$ cat src/rtl/crossbar_ingress_scheduler.sv
// Ingress stage in front of the crossbar: one FIFO per input plus per-destination
// round-robin arbitration, so each output port sees at most one requester per cycle.
module crossbar_ingress_scheduler #(
    parameter int N     = 4,
    parameter int M     = 4,
    parameter int W     = 32,
    parameter int DEPTH = 4,
    parameter int DW    = (M > 1) ? $clog2(M) : 1
) (
    input  logic            clk,
    input  logic            rst,
    input  logic [N-1:0]    in_valid,
    input  logic [N*DW-1:0] in_dest,
    input  logic [N*W-1:0]  in_data,
    output logic [N-1:0]    in_ready,
    output logic [N-1:0]    req,
    output logic [N*DW-1:0] dest,
    output logic [N*W-1:0]  data,
    output logic [15:0]     drop_count
);

    localparam int PW  = $clog2(DEPTH);
    localparam int CW  = $clog2(DEPTH + 1);
    localparam int IW  = (N > 1) ? $clog2(N) : 1;
    localparam int NCW = $clog2(N + 1);
    localparam logic [CW-1:0] FULL_CNT = CW'(DEPTH);
    localparam logic [DW:0]   M_LIM    = (DW + 1)'(M);

    logic [DW-1:0]  fifo_dest_r [N][DEPTH];
    logic [W-1:0]   fifo_data_r [N][DEPTH];
    logic [PW-1:0]  wr_ptr_r [N];
    logic [PW-1:0]  rd_ptr_r [N];
    logic [CW-1:0]  count_r  [N];
    logic [IW-1:0]  rr_ptr_r [M];
    logic [IW-1:0]  rr_next_s [M];

    logic [N-1:0]    req_r;
    logic [N*DW-1:0] dest_r;
    logic [N*W-1:0]  data_r;
    logic [15:0]     drop_count_r;

    logic [N-1:0]   head_valid_s;
    logic [N-1:0]   bad_s;
    logic [N-1:0]   grant_s;
    logic [N-1:0]   push_s;
    logic [N-1:0]   pop_s;
    logic [DW-1:0]  head_dest_s [N];
    logic [W-1:0]   head_data_s [N];
    logic [NCW-1:0] drop_inc_s;
    logic [16:0]    drop_sum_s;
    logic [IW-1:0]  idx_s;
    logic           found_s;
    logic           hit_s;

    // FIFO head decode, ready/push qualification and dropped-beat tally
    always_comb begin
        drop_inc_s = {NCW{1'b0}};
        for (int i = 0; i < N; i++) begin
            head_valid_s[i] = (count_r[i] != {CW{1'b0}});
            head_dest_s[i]  = fifo_dest_r[i][rd_ptr_r[i]];
            head_data_s[i]  = fifo_data_r[i][rd_ptr_r[i]];
            bad_s[i]        = head_valid_s[i] && ({1'b0, head_dest_s[i]} >= M_LIM);
            in_ready[i]     = !rst && (count_r[i] != FULL_CNT);
            push_s[i]       = in_valid[i] && in_ready[i];
            drop_inc_s      = drop_inc_s + NCW'(bad_s[i]);
        end
        drop_sum_s = {1'b0, drop_count_r} + 17'(drop_inc_s);
        pop_s      = grant_s | bad_s;
    end

    // Per-destination round-robin scan starting at rr_ptr
    always_comb begin
        grant_s = {N{1'b0}};
        idx_s   = {IW{1'b0}};
        found_s = 1'b0;
        hit_s   = 1'b0;
        for (int d = 0; d < M; d++) begin
            rr_next_s[d] = rr_ptr_r[d];
            found_s      = 1'b0;
            for (int k = 0; k < N; k++) begin
                idx_s = IW'((int'(rr_ptr_r[d]) + k) % N);
                hit_s = !found_s && head_valid_s[idx_s] && !bad_s[idx_s] &&
                        (head_dest_s[idx_s] == DW'(d));
                if (hit_s) begin
                    grant_s[idx_s] = 1'b1;
                    rr_next_s[d]   = IW'((int'(idx_s) + 1) % N);
                end else begin
                    rr_next_s[d]   = rr_next_s[d];
                end
                found_s = found_s | hit_s;
            end
        end
    end

    // FIFO storage writes; contents need no reset since count gates every read
    always_ff @(posedge clk) begin
        for (int i = 0; i < N; i++) begin
            if (push_s[i]) begin
                fifo_dest_r[i][wr_ptr_r[i]] <= in_dest[i*DW +: DW];
                fifo_data_r[i][wr_ptr_r[i]] <= in_data[i*W +: W];
            end
        end
    end

    // FIFO pointers and occupancy
    always_ff @(posedge clk) begin
        if (rst) begin
            for (int i = 0; i < N; i++) begin
                wr_ptr_r[i] <= {PW{1'b0}};
                rd_ptr_r[i] <= {PW{1'b0}};
                count_r[i]  <= {CW{1'b0}};
            end
        end else begin
            for (int i = 0; i < N; i++) begin
                if (push_s[i]) wr_ptr_r[i] <= wr_ptr_r[i] + PW'(1'b1);
                if (pop_s[i])  rd_ptr_r[i] <= rd_ptr_r[i] + PW'(1'b1);
                case ({push_s[i], pop_s[i]})
                    2'b10:   count_r[i] <= count_r[i] + CW'(1'b1);
                    2'b01:   count_r[i] <= count_r[i] - CW'(1'b1);
                    default: count_r[i] <= count_r[i];
                endcase
            end
        end
    end

    // Arbiter pointers, registered crossbar request and saturating drop counter
    always_ff @(posedge clk) begin
        if (rst) begin
            for (int d = 0; d < M; d++) rr_ptr_r[d] <= {IW{1'b0}};
            req_r        <= {N{1'b0}};
            dest_r       <= {(N*DW){1'b0}};
            data_r       <= {(N*W){1'b0}};
            drop_count_r <= 16'h0000;
        end else begin
            for (int d = 0; d < M; d++) rr_ptr_r[d] <= rr_next_s[d];
            req_r <= grant_s;
            for (int i = 0; i < N; i++) begin
                if (grant_s[i]) begin
                    dest_r[i*DW +: DW] <= head_dest_s[i];
                    data_r[i*W +: W]   <= head_data_s[i];
                end
            end
            if (drop_sum_s > 17'h0FFFF) drop_count_r <= 16'hFFFF;
            else                        drop_count_r <= drop_sum_s[15:0];
        end
    end

    assign req        = req_r;
    assign dest       = dest_r;
    assign data       = data_r;
    assign drop_count = drop_count_r;

endmodule


$ cat config.mk
export PLATFORM = sky130hd
export DESIGN_NAME = crossbar_ingress_scheduler
export DESIGN_NICKNAME = d
export VERILOG_FILES = /design/src/rtl/crossbar_ingress_scheduler.sv
export SDC_FILE = /design/constraint.sdc
export NUM_CORES = 1
export LEC_CHECK = 0
export CAP_MARGIN = 20
export CORE_MARGIN = 2
export CORE_UTILIZATION = 57
export CTS_CLUSTER_SIZE = 28
export DETAILED_ROUTE_END_ITERATION = 10
export PLACE_DENSITY = 0.79
export SKIP_CTS_REPAIR_TIMING = 1
export SLEW_MARGIN = 20
export SYNTH_ARGS = -nofsm -noshare
export SYNTH_HDL_FRONTEND = slang
export SYNTH_SLANG_ARGS = --single-unit
$ cat constraint.sdc
create_clock -name clk -period 6.15 [get_ports clk]
set_input_delay 1.5375 -clock clk [delete_from_list [all_inputs] [get_ports clk]]
set_output_delay 1.5375 -clock clk [all_outputs]
set_load 0.005 [all_outputs]
-- Word level (Yosys, flattened, before mapping)
Memory sizes are Yosys's and may differ from the RTL's.
Index checks and enable logic that the tools add are counted.
- bits in writable memories: 580
- bits of input ports: 142
- memories kept: 6
- register bits after elaboration: 141
- memories (memory ; words ; bits a word ; read ports ; clocked after Yosys merged registers in ; wr ports ; RTL line ; source):
    fifo_data_r ; 4 ; 128 ; 4 ; 0 ; 4 ; 30 ; logic [W-1:0] fifo_data_r [N][DEPTH];
    fifo_dest_r ; 4 ; 8 ; 4 ; 0 ; 4 ; 29 ; logic [DW-1:0] fifo_dest_r [N][DEPTH];
    count_r ; 4 ; 3 ; 4 ; 0 ; 4 ; 33 ; logic [CW-1:0] count_r [N];
    rd_ptr_r ; 4 ; 2 ; 4 ; 0 ; 4 ; 32 ; logic [PW-1:0] rd_ptr_r [N];
    rr_ptr_r ; 4 ; 2 ; 4 ; 0 ; 4 ; 34 ; logic [IW-1:0] rr_ptr_r [M];
    wr_ptr_r ; 4 ; 2 ; 4 ; 0 ; 4 ; 31 ; logic [PW-1:0] wr_ptr_r [N];
- bitwise logic cells: 71
- eq/ne operators: 24
- order comparisons: 61
- add/sub/neg operators: 40
- reductions and logical operators: 113
- multiplexer cells: 311
- operator list (cell ; count):
    $mux W128 ; 4
    $mux W32 ; 12
    $bmux W32 S2 ; 4
    $demux W32 S2 ; 4
    $mux W2 ; 72
    $mux W1 ; 111
    $bmux W2 S2 ; 20
    $ge A3 B3 Y1 const B ; 24
    $logic_and A1 B1 Y1 ; 72
    $not A2 Y3 ; 24
    $bmux W1 S2 ; 32
    $mux W4 ; 16
    $or A4 B4 Y4 ; 15
    $add A2 B1 Y2 const B ; 24
    $lt A2 B3 Y1 const B ; 16
    $mux W3 ; 12
    $demux W1 S2 ; 16
    $ge A2 B1 Y1 const B ; 16
    $mux W8 ; 4
    $or A1 B1 Y1 ; 32
    $logic_not A1 Y1 ; 29
    $eq A2 B2 Y1 const B ; 12
    $add A2 B2 Y2 const B ; 8
    $demux W2 S2 ; 4
    other kinds (9) ; 37

-- Longest topological paths before layout
An unclocked memory read counts as a cell.
- depth in word-level cells: 56
- mapped depth: 20

-- Worst setup path before layout
Ideal clock, no wire load.
- path type: register to register
- from: memory rr_ptr_r[3][0] (netlist name)
- to: memory count_r[0][8] (netlist name) (data pin)
- arrival: 4.252 ns
- required time: 5.884 ns
- buffers on the path: 3
- stages on the path, launching flop included: 20
- setup time: 0.266 ns
- slack: 1.632 ns
- cell sequence: dfxtp_1 -> clkbuf_1 -> clkinv_1 -> ha_1 -> clkbuf_1 -> nand2_1 -> o22ai_1 -> a221o_1 -> nor3_1 -> or4b_1 -> nor4b_4 -> buf_4 -> inv_2 -> ha_1 -> nand2b_1 -> fa_1 -> xor2_1 -> nor3_1 -> a21oi_1 -> nor2_1
- RTL lines (element ; RTL line):
    start: declaration ; 34
    end: declaration ; 33

==> impl_metrics.yaml <==
clock_tree:
  cts-root-buf: "clkbuf_16"
  path_clk_slew_ns: 0.06
  cts_buffer_depth: 3
  clock_latency_ns: 0.60
  cts_tree: "done"
  cts_sinks: 720
  numCtsBuffers: 73
  cts_max_level: 3
global_route:
  grt_max_degree: 94
  grt_pass1_wl_um: 97800
  grt_usage: 0.236
  grt_pass1_vias: 17700
  antenna_found_initial: 2
  overflow: 0
critical_path:
  r2r-start: "rd_ptr_r[0][1]$_SDFFCE_PN0P_"
  critical_path.startpoint: "rd_ptr_r[0][1]$_SDFFCE_PN0P_"
  crit_buf_inv: 2
  path_cells: "buf_4 -> mux4_2 -> a221oi_1 -> a21oi_1 -> a222oi_1 -> or4b_1 -> nor4b_4 -> buf_4 -> ha_1 -> nor3_1 -> nor3_1"
  cp.arrival_ns: 5.69
  max_stage_delay_ns: 0.86
  worstSetupEndpointType: "flop"
  cp_slowest_cell: "edfxtp_1"
  criticalPathCategory: "flop to flop"
  critPathMaxFanout: 39
  required_ns: 6.46
  critPathTopFamily: "simple AND/OR/NAND/NOR gates"
  critPathLaunchType: "flop"
job:
  drv_cap: 0
layout:
  syn_to_final_growth_pct: 19.5
  final_area_sq_mm: 0.0355
  drive_gt1_frac: 0.150
  final_nets: 2307
  n_antenna_cell: 0
  final_util: 0.690
synthesis:
  synthTopCellsByArea: "edfxtp_1 (58%), mux4_2 (12%), dfxtp_1 (10%)"
  synth_top_area_cell: "edfxtp_1"
  synth_area_sq_mm: 0.0297
  synth_top_family_by_area: "multiplexers"
  avgSynthCellArea_sq_um: 16.2
  yosysTopAreaCellShare: 0.579
  async_reset_ff_frac: 0
  yosysMostFrequentCell: "edfxtp_1"
  ys_warn_count: 0
  synth_compound_area_frac: 0.0438
  synth_commonest_cells: "edfxtp_1 (572), nor2_1 (172), mux4_2 (153)"
  synth-simple-area-share: 0.0726
  synthAdderAreaFrac: 0.0214
  synth_xor_area_frac: 0.00384
  syn-instance-count: 1828
  ys_seq_area_frac: 0.679
  synthDistinctLibCells: 79
  synth_edf_count: 572
  yosys_most_used_dff: "edfxtp_1"
  ys_seq_elements: 720
  muxShareOfSynthArea: 0.155
route:
  routedWlPerCell_um: 22.1
  dr.pass1.iters: 5
  vias_per_cell: 5.93
  drc: 0
  wirelength_um: 63100
  antenna_left: 0
  route.vias.total: 16900
  drt_iter0_markers: 1326
floorplanning:
  die_area_sq_mm: 0.0539
  num_rows: 83
  die_height_um: 232
  start_util: 0.577
  io_pins: 302
  core_sq_mm: 0.0514
  die_x_um: 232
worst_hold_path:
  min_from: "data[108]$_SDFFE_PP0P_"
  hold_path_class: "flop to flop"
power:
  p_leak_nw: 12.2
  powerDensity_mw_per_mm2: 501
  ir_worst_vdd_v: 0.000494
sta:
  finalHoldViolCount: 0
  setup_viol: 0
  timing.fmax_mhz: 186
  worst_slew_pin_slew_ns: 1.01
  skew_ns: 0.0256
  slew_viol_final: 0
  period_needed_ns: 5.37
  relSlewSlack: 0.328
  fin_setup_tns_ns: 0
  fin_crit_sh: 0.874
  rsz0062_at_grt: "false"
  hold_slack_ns: 0.461
run_status:
  outcome: "finished clean"
placement:
  placed_area_sq_mm: 0.0331
  io_buffers: 285
  hpwl_um: 39000
  gp_congestion: 0.856
-- stage by stage --
| stage | instances | total power [W] | worst slack, ns |
|---|---|---|---|
| 2_1_floorplan | 1843 | 0.0115 | 1.63 |
| 3_3_place_gp | 2721 | 0.0133 | 0.982 |
| 3_5_place_dp | 2721 | 0.0135 | 0.875 |
| 4_1_cts | 2853 | 0.0179 | 0.852 |
| 5_1_grt | 2853 | 0.0187 | 0.480 |
| 6_report | 2853 | 0.0178 | 0.777 |
-- area by class of cell --
| type | instances | area (sq um) |
|---|---|---|
| clock buffer | 99 | 2040 |
| clock inverter | 33 | 340 |
| fill | 3347 | 15900 |
| inverter | 44 | 165 |
| multi-input combinational | 967 | 8900 |
| sequential | 720 | 20100 |
| tap | 680 | 851 |
| timing repair buffer | 310 | 3040 |
-- worst paths after layout --
check	to	slack [ns]	cells after the start
hold / removal	data[108]$_SDFFE_PP0P_	0.46	2
setup reg to reg	count_r[0][6]$_SDFFCE_PN0P_	0.78	11
setup / recovery	count_r[0][6]$_SDFFCE_PN0P_	0.78	11
hold reg to reg	data[108]$_SDFFE_PP0P_	0.46	2
-- metal layers --
metal  part of all wire  global-route usage  vias up
met1               0.40               0.303     8611
li1                   -                   -     7684
met2               0.51               0.401      522
met4              0.024              0.0835        4
met5            0.00040                   0        -
met3              0.063              0.0503       90
-- cell families after synthesis --
| group | count (synthesis) |
|---|---|
| simple gates | 424 |
| buf+inv | 156 |
| flops | 720 |
| other cells | 1 |
| fa+ha+maj | 49 |
| xor+xnor | 13 |
| mux | 267 |
| compound gates | 198 |
-- registers in the layout (all words and copies together), names as in the netlist --
name / cells
fifo_data_r: 512
fifo_dest_r: 32
data: 128
count_r: 12
req: 4
wr_ptr_r: 8
rd_ptr_r: 8
dest: 8
rr_ptr_r: 8
-- tightest hold or removal path: stages, from the launching register on --
cell and delay [ns]:
dfxtp_1 0.31, nand3_1 0.06, a21oi_1 0.05
-- report_power, final --
| group | internal (W) | leakage [nW] | switching (W) | total [W] |
|---|---|---|---|---|
| clock | 0.00258 | 1.17 | 0.00176 | 0.00434 |
| combinational | 0.00319 | 4.52 | 0.00395 | 0.00714 |
| sequential | 0.00593 | 6.45 | 0.000357 | 0.00629 |
| total | 0.0117 | 12.2 | 0.00607 | 0.0178 |
-- cells in the final DEF (no fill, tap or decap), types with 7 or more instances in the layout --
| cell | count |
|---|---|
| clkinv_2 | 17 |
| a21oi_1 | 54 |
| o21ai_1 | 35 |
| nand3_1 | 51 |
| and3_2 | 16 |
| clkbuf_8 | 7 |
| a211oi_1 | 8 |
| clkbuf_16 | 75 |
| a31oi_1 | 9 |
| o21ai_0 | 19 |
| ha_1 | 46 |
| xnor2_1 | 8 |
| dfxtp_1 | 148 |
| edfxtp_1 | 572 |
| clkdlybuf4s50_1 | 284 |
| nor3_1 | 40 |
| buf_4 | 25 |
| o211ai_1 | 15 |
| clkinv_1 | 7 |
| and3_1 | 8 |
| conb_1 | 16 |
| nor2_1 | 172 |
| nor2b_1 | 19 |
| nand2b_1 | 23 |
| or3_1 | 8 |
| nand2_1 | 32 |
| inv_1 | 38 |
| mux2i_1 | 111 |
| mux4_2 | 153 |
| clkbuf_1 | 17 |
Power figures use the tool's default switching activity.
